--- src/rtl/seq_divider_pkg.sv ---
// Shared types and sizing helpers for the sequential divider.
package div_pkg;
  localparam int DIV_WIDTH_DEFAULT = 16;

  typedef enum logic {
    DIV_IDLE,
    DIV_CALC
  } div_state_t;

  function automatic int div_cnt_w(input int w);
    return $clog2(w) + 1;
  endfunction
endpackage

--- src/rtl/seq_divider_if.sv ---
// Operand/result handshake bundle for seq_divider.
interface seq_divider_if #(
  parameter int WIDTH = 16
);
  logic             start;
  logic [WIDTH-1:0] numer;
  logic [WIDTH-1:0] denom;
  logic             busy;
  logic             done;
  logic [WIDTH-1:0] quotient;
  logic [WIDTH-1:0] remain;
  logic             div_by_zero;

  modport master (
    output start, numer, denom,
    input  busy, done, quotient, remain, div_by_zero
  );

  modport slave (
    input  start, numer, denom,
    output busy, done, quotient, remain, div_by_zero
  );
endinterface

--- src/rtl/seq_divider_step.sv ---
// One restoring division iteration, purely combinational.
module div_step #(
  parameter int WIDTH = 16
) (
  input  logic [WIDTH-1:0] acc,
  input  logic             q_msb,
  input  logic [WIDTH-1:0] d,
  output logic [WIDTH-1:0] acc_next,
  output logic             q_bit
);
  logic [WIDTH:0] trial;

  // Compare at WIDTH+1 bits; after subtracting, the result is < d
  assign trial    = {acc, q_msb};
  assign q_bit    = (trial >= {1'b0, d});
  assign acc_next = q_bit ? (trial[WIDTH-1:0] - d)
                          : trial[WIDTH-1:0];
endmodule

--- src/rtl/seq_divider.sv ---
// Multi-cycle unsigned restoring divider, one quotient bit per clock.
module seq_divider
  import div_pkg::*;
#(
  parameter int WIDTH = DIV_WIDTH_DEFAULT
) (
  input logic          clk,
  input logic          reset,
  seq_divider_if.slave bus
);
  localparam int CW = div_cnt_w(WIDTH);
  localparam logic [CW-1:0] LAST = CW'(WIDTH - 1);

  div_state_t       state;
  logic [CW-1:0]    count;
  logic [WIDTH-1:0] acc;
  logic [WIDTH-1:0] q;
  logic [WIDTH-1:0] d;
  logic [WIDTH-1:0] acc_n;
  logic             q_bit;

  div_step #(.WIDTH(WIDTH)) u_step (
    .acc     (acc),
    .q_msb   (q[WIDTH-1]),
    .d       (d),
    .acc_next(acc_n),
    .q_bit   (q_bit)
  );

  assign bus.busy = (state == DIV_CALC);

  always_ff @(posedge clk or negedge reset) begin
    if (!reset) begin
      state           <= DIV_IDLE;
      count           <= '0;
      acc             <= '0;
      q               <= '0;
      d               <= '0;
      bus.done        <= 1'b0;
      bus.quotient    <= '0;
      bus.remain      <= '0;
      bus.div_by_zero <= 1'b0;
    end else begin
      bus.done <= 1'b0;
      unique case (state)
        DIV_IDLE: begin
          if (bus.start) begin
            q     <= bus.numer;
            acc   <= '0;
            d     <= bus.denom;
            count <= '0;
            state <= DIV_CALC;
          end
        end
        DIV_CALC: begin
          acc   <= acc_n;
          q     <= {q[WIDTH-2:0], q_bit};
          count <= count + 1'b1;
          // Final iteration publishes the result directly
          if (count == LAST) begin
            bus.quotient    <= {q[WIDTH-2:0], q_bit};
            bus.remain      <= acc_n;
            bus.div_by_zero <= (d == '0);
            bus.done        <= 1'b1;
            state           <= DIV_IDLE;
          end
        end
        default: state <= DIV_IDLE;
      endcase
    end
  end
endmodule

--- src/flat_wrapper.sv ---
// flat-port wrapper written by rule: the top's interface ports become plain ports
module seq_divider_flat import div_pkg::*;
#(
  parameter int WIDTH = DIV_WIDTH_DEFAULT
)
  (clk, reset, bus_start, bus_numer, bus_denom, bus_busy, bus_done, bus_quotient, bus_remain, bus_div_by_zero);
  seq_divider_if #(.WIDTH(WIDTH)) bus_i ();
  input logic clk;
  input logic reset;
  input wire logic [$bits(bus_i.start)-1:0] bus_start;
  input wire logic [$bits(bus_i.numer)-1:0] bus_numer;
  input wire logic [$bits(bus_i.denom)-1:0] bus_denom;
  output wire logic [$bits(bus_i.busy)-1:0] bus_busy;
  output wire logic [$bits(bus_i.done)-1:0] bus_done;
  output wire logic [$bits(bus_i.quotient)-1:0] bus_quotient;
  output wire logic [$bits(bus_i.remain)-1:0] bus_remain;
  output wire logic [$bits(bus_i.div_by_zero)-1:0] bus_div_by_zero;
  assign bus_i.start = bus_start;
  assign bus_i.numer = bus_numer;
  assign bus_i.denom = bus_denom;
  assign bus_busy = bus_i.busy;
  assign bus_done = bus_i.done;
  assign bus_quotient = bus_i.quotient;
  assign bus_remain = bus_i.remain;
  assign bus_div_by_zero = bus_i.div_by_zero;
  seq_divider #(.WIDTH(WIDTH)) u_core (.clk(clk), .reset(reset), .bus(bus_i));
endmodule
--- config.mk ---
export PLATFORM = sky130hd
export DESIGN_NAME = seq_divider_flat
export DESIGN_NICKNAME = d
export VERILOG_FILES = /design/src/rtl/seq_divider_pkg.sv /design/src/rtl/seq_divider_if.sv /design/src/rtl/seq_divider_step.sv /design/src/rtl/seq_divider.sv /design/src/flat_wrapper.sv
export SDC_FILE = /design/constraint.sdc
export NUM_CORES = 1
export LEC_CHECK = 0
export CAP_MARGIN = 25
export CORE_UTILIZATION = 55
export CTS_CLUSTER_SIZE = 20
export DETAILED_ROUTE_END_ITERATION = 6
export DONT_BUFFER_PORTS = 1
export PLACE_DENSITY_LB_ADDON = 0.25
export SLEW_MARGIN = 10
export SYNTH_ARGS = -nofsm -noshare
export SYNTH_HDL_FRONTEND = slang
export SYNTH_HIERARCHICAL = 1
export SYNTH_SLANG_ARGS = --single-unit
--- constraint.sdc ---
create_clock -name clk -period 3.6 [get_ports clk]
set_input_delay 0.72 -clock clk [delete_from_list [all_inputs] [get_ports clk]]
set_output_delay 0.72 -clock clk [all_outputs]
set_load 0.05 [all_outputs]
# == After elaboration in Yosys (flattened, before gate mapping) ==
# Index checks and enable logic that the tools add are counted.
# word_totals
reg_bits,88
inputBits,35
out_inout_bits,35
wordCells,30
# classes
addsub,2
order_cmp,1
eq_ne,2
mux,12
n_bitwise,1
n_reduce_logical,3
# ops
cell,n
$pmux W16 S2,2
$mux W16,3
$ge A17 B16 Y1,1
$logic_not A16 Y1,1
$sub A16 B16 Y16,1
$pmux W5 S2,1
$add A5 B1 Y5 const B,1
$eq A5 B4 Y1 const B,1
$mux W5,1
$mux W1,4
$reduce_and A2 Y1,2
$ne A2 B2 Y1 const B,1
$pmux W1 S2,1
$not A1 Y1,1

# == Logic depth before layout (Yosys ltp) ==
# logic_depth
word_depth,3
mapped_depth,12
depth_no_buf,10

# == Hierarchy ==
# The synthesis kept the hierarchy.
# by_module_without_submodules
mod,n_inst,cells_per_inst,area_each_um2,seq_area_each_um2
seq_divider,1,245,3603.5,2202.1
div_step,1,156,1164.9,0.0

# == Worst setup path before layout ==
# OpenSTA, ideal clock, no wires.
# synth_path
path_kind,flip-flop to flip-flop
start,register u_core.acc[13]
end,register u_core.bus.remain[5]
setup_time_ns,0.125
t_arrival_ns,2.571
required_time_ns,3.475
slack_ns,0.904
stages_incl_launch_ff,12
path_buffers,2
period_less_slack_ns,2.696
path_cell_list,dfrtp_1 > ha_1 > buf_6 > a21o_1 > a211o_1 > a41o_1 > a31oi_4 > o21a_4 > inv_4 > buf_12 > mux2_4 > mux2_4
# synth_between
elab_chain_len,2
# synth_lines
element,line_no,rtl
start: declaration,seq_divider.sv:16,logic [WIDTH-1:0] acc;
start signal: assignment,seq_divider.sv:56,acc <= acc_n;
$ge A17 B16 Y1,seq_divider_step.sv:15,"assign q_bit = (trial >= {1'b0, d});"
via u_core.q_bit,seq_divider.sv:20,logic q_bit;
$mux W16,seq_divider_step.sv:16,assign acc_next = q_bit ? (trial[WIDTH-1:0] - d)
via u_core.acc_n[5],seq_divider.sv:19,logic [WIDTH-1:0] acc_n;
end signal: assignment,seq_divider.sv:62,bus.remain <= acc_n;
end: declaration,seq_divider_if.sv:21,"output busy, done, quotient, remain, div_by_zero"
# The timed path passes the listed nets, and every way through them passes these cells.
# A chain may end at the register's enable or synchronous reset.

# == Worst setup path after layout ==
# layout_path
start,register u_core.d[3]
end,register u_core.bus.remain[3]
# layout_between
elab_chain_len,2
word_cells_on_any_way,3
cone_classes,add/sub (1); order compare (1); mux (1)
# layout_lines
element,line_no,rtl
start: declaration,seq_divider.sv:18,logic [WIDTH-1:0] d;
start signal: assignment,seq_divider.sv:50,d <= bus.denom;
$ge A17 B16 Y1,seq_divider_step.sv:15,
via u_core.q_bit,seq_divider.sv:20,
$mux W16,seq_divider_step.sv:16,
via u_core.acc_n[3],seq_divider.sv:19,
# The timed path passes the listed nets, and every way through them passes these cells.

==> results.yml <==
sta:
  fin_skew_ns: 0.01291
  setup_viol_count_final: 0
  finalCritPeriodShare: 0.8116
  finalSetupTns_ns: 0
  max_slew.worst_pin.slew_ns: 0.6476
  slew_headroom: 0.5682
  fmax_mhz: 342.2
  fin_crit_ns: 2.922
  drv_slew: 0
  rsz0062_at_grt: "no"
  hold_viol: 0
layout:
  layout_common_cells: "dfrtp_1, mux2_4, nand2_1, inv_1, o21ai_0"
  drive_gt1_frac: 0.2130
  area_growth_pct: 4.198
  final_common_cell: "dfrtp_1"
  n_antenna_cell: 0
  fin_nets: 448
drt:
  antenna_left: 0
  wirelength_mm: 9.576
  avgRoutedWirePerCell_um: 19.00
  viasPerCell: 5.944
  drtIter0Drc: 174
  drc: 0
  vias: 2996
  firstDrtPassIters: 5
cts:
  cts_inserted_buffers: 9
  clock_sinks: 88
  ctsRootBufferMaster: "clkbuf_8"
  cts_buffer_depth: 2
  postCtsHoldBufs: 0
  postCtsSetupRepairBufs: 0
  cts_htree_levels: 3
  tritoncts: "built"
  clock_latency_ns: 0.36
  cts.clk_slew.worst_paths_ns: 0.09
  cts.repair.resized: 0
synth:
  synth-compound-area-share: 0.1220
  syn_nets: 455
  synth_top_family_by_area: "multiplexers"
  synthArstFlopShare: 1.000
  synth_edf_count: 0
  synthMuxAreaShare: 0.2099
  ys_types: 52
  synthXorXnorAreaFrac: 0.02572
  synth_seq_area_share: 0.4618
  syn-cell-area_um2: 4768
  synth-simple-area-share: 0.07373
  yosysWarnings: 6
  synth_ff_type: "dfrtp_1"
  synth.avg_cell_area_um2: 11.89
  synth_cells: 401
  ys_ff_latch: 88
  synth_fa_ha_area_frac: 0.05143
run_status:
  status: "completed"
global_route:
  grt_pass1_vias: 2964
  grt_pass1_wl_mm: 15.45
  grt_max_degree: 89
  grt_usage: 0.2271
  grt_overflow: 0
  antenna_found_initial: 0
setup_path:
  cp.arrival_ns: 3.17
  cp-end-kind: "flop"
  cp.required_ns: 3.84
  max_stage_delay_ns: 0.39
  cp_slowest_cell: "mux2_2"
  crit_chain: "inv_1 -> ha_1 -> nand3_1 -> o21bai_1 -> a311oi_1 -> o21ai_1 -> o21a_4 -> inv_4 -> mux2_2 -> mux2_4"
  cp_top_family: "compound AO/OA/AOI/OAI gates"
  start_kind: "flop"
  worstPathMaxFanout: 14
  worstSetupPathType: "reg2reg"
  crit_buf_inv: 2
floorplanning:
  boundaryPins: 70
  std_cell_rows: 33
  dieHeight_um: 95.11
  die_area_um2: 9046
  die_w_um: 95.11
  initial_core_util: 0.5746
  core_area_um2: 8299
placed_design:
  place.gp.congestion: 0.8872
  numPortBuffers: 0
  dp_hpwl_mm: 6.665
job:
  drv_cap: 0
min_path:
  min_path_type: "in2async"
worst paths after layout:
check	from	to	slack [ns]	cells after the start
worst max register to register	u_core/d[3]$_DFFE_PN0P_	u_core/bus.remain[3]$_DFFE_PN0P_	0.68	10
max in group asynchronous	reset	u_core/acc[13]$_DFFE_PN0P_	3.42	0
worst min-delay path	reset	u_core/d[12]$_DFFE_PN0P_	0.05	0
worst max-delay path	u_core/d[3]$_DFFE_PN0P_	u_core/bus.remain[3]$_DFFE_PN0P_	0.68	10
min in group clk	bus_start	u_core/count[3]$_DFFE_PN0P_	0.44	1
worst min register to register	u_core/count[4]$_DFFE_PN0P_	u_core/count[4]$_DFFE_PN0P_	0.49	2
metrics by stage:
stage | instance area, um2 | worst slack, ns | instances | hold WS, ns | util
6_report | 4969 | 0.6781 | 504 | 0.05072 | 0.5987
5_1_grt | 4969 | 0.4786 | 504 | 0.01258 | 0.5987
4_1_cts | 4969 | 0.7109 | 504 | 0.02462 | 0.5987
3_5_place_dp | 4756 | 0.7417 | 488 | 0.4267 | 0.5730
3_3_place_gp | 4756 | 0.7881 | 488 | 0.4265 | 0.5730
2_1_floorplan | 4768 | 0.9041 | 401 | 0.4244 | -
registers in the layout, indices dropped and copies added (netlist names):
signal                  count
u_core/d                   16
u_core/bus.done             1
u_core/bus.quotient        16
u_core/count                5
u_core/bus.remain          16
u_core/acc                 16
u_core/bus.busy             1
u_core/bus.div_by_zero      1
u_core/q                   16
per-layer routing:
| layer | wire [um] | vias up | GRT usage |
|---|---|---|---|
| met5 | 0 | - | 0 |
| met4 | 92 | 0 | 0.05682 |
| met3 | 402 | 7 | 0.05742 |
| met2 | 4685 | 59 | 0.3595 |
| met1 | 4395 | 1515 | 0.3109 |
| li1 | - | 1415 | - |
cell type report:
type	count	area [um2]
inverter	29	111.4
clock inverter	6	75.07
tap	105	131.4
fill	646	3331
clock buffer	10	137.6
sequential	88	2203
multi-input combinational	265	2302
timing repair buffer	1	7.507
synthesized netlist by cell type (2+ instances only):
| cell | count | share of area |
|---|---|---|
| a21oi_1 | 10 | 0.010 |
| o21ai_0 | 28 | 0.029 |
| a22o_1 | 16 | 0.029 |
| mux2_2 | 24 | 0.057 |
| and3_1 | 3 | 0.0039 |
| clkbuf_1 | 7 | 0.0055 |
| a211o_1 | 2 | 0.0037 |
| dfrtp_1 | 88 | 0.46 |
| nor4_1 | 4 | 0.0052 |
| nand4_1 | 4 | 0.0052 |
| xnor2_1 | 9 | 0.017 |
| nor2_1 | 11 | 0.0087 |
| nand3_1 | 5 | 0.0052 |
| inv_1 | 28 | 0.022 |
| a21o_1 | 3 | 0.0047 |
| nand2_1 | 34 | 0.027 |
| ha_1 | 18 | 0.047 |
| a211oi_1 | 2 | 0.0031 |
| mux2i_1 | 19 | 0.040 |
| a31oi_1 | 3 | 0.0039 |
| mux2_4 | 36 | 0.11 |
| buf_4 | 3 | 0.0047 |
| xor2_1 | 5 | 0.0092 |
| buf_6 | 7 | 0.017 |
| a41o_1 | 2 | 0.0042 |
| o21bai_1 | 4 | 0.0063 |
cells by family after synthesis:
logic type | after synthesis
DFF | 88
AOI/OAI and AO/OA | 83
muxes | 79
and+or+nand+nor | 70
buffers and inverters | 48
adders and majority gates | 19
xor gates and xnor gates | 14
Power is left out: the tool's default activity adds up to more than one toggle a clock period on the data nets, which glitch-free logic cannot reach.
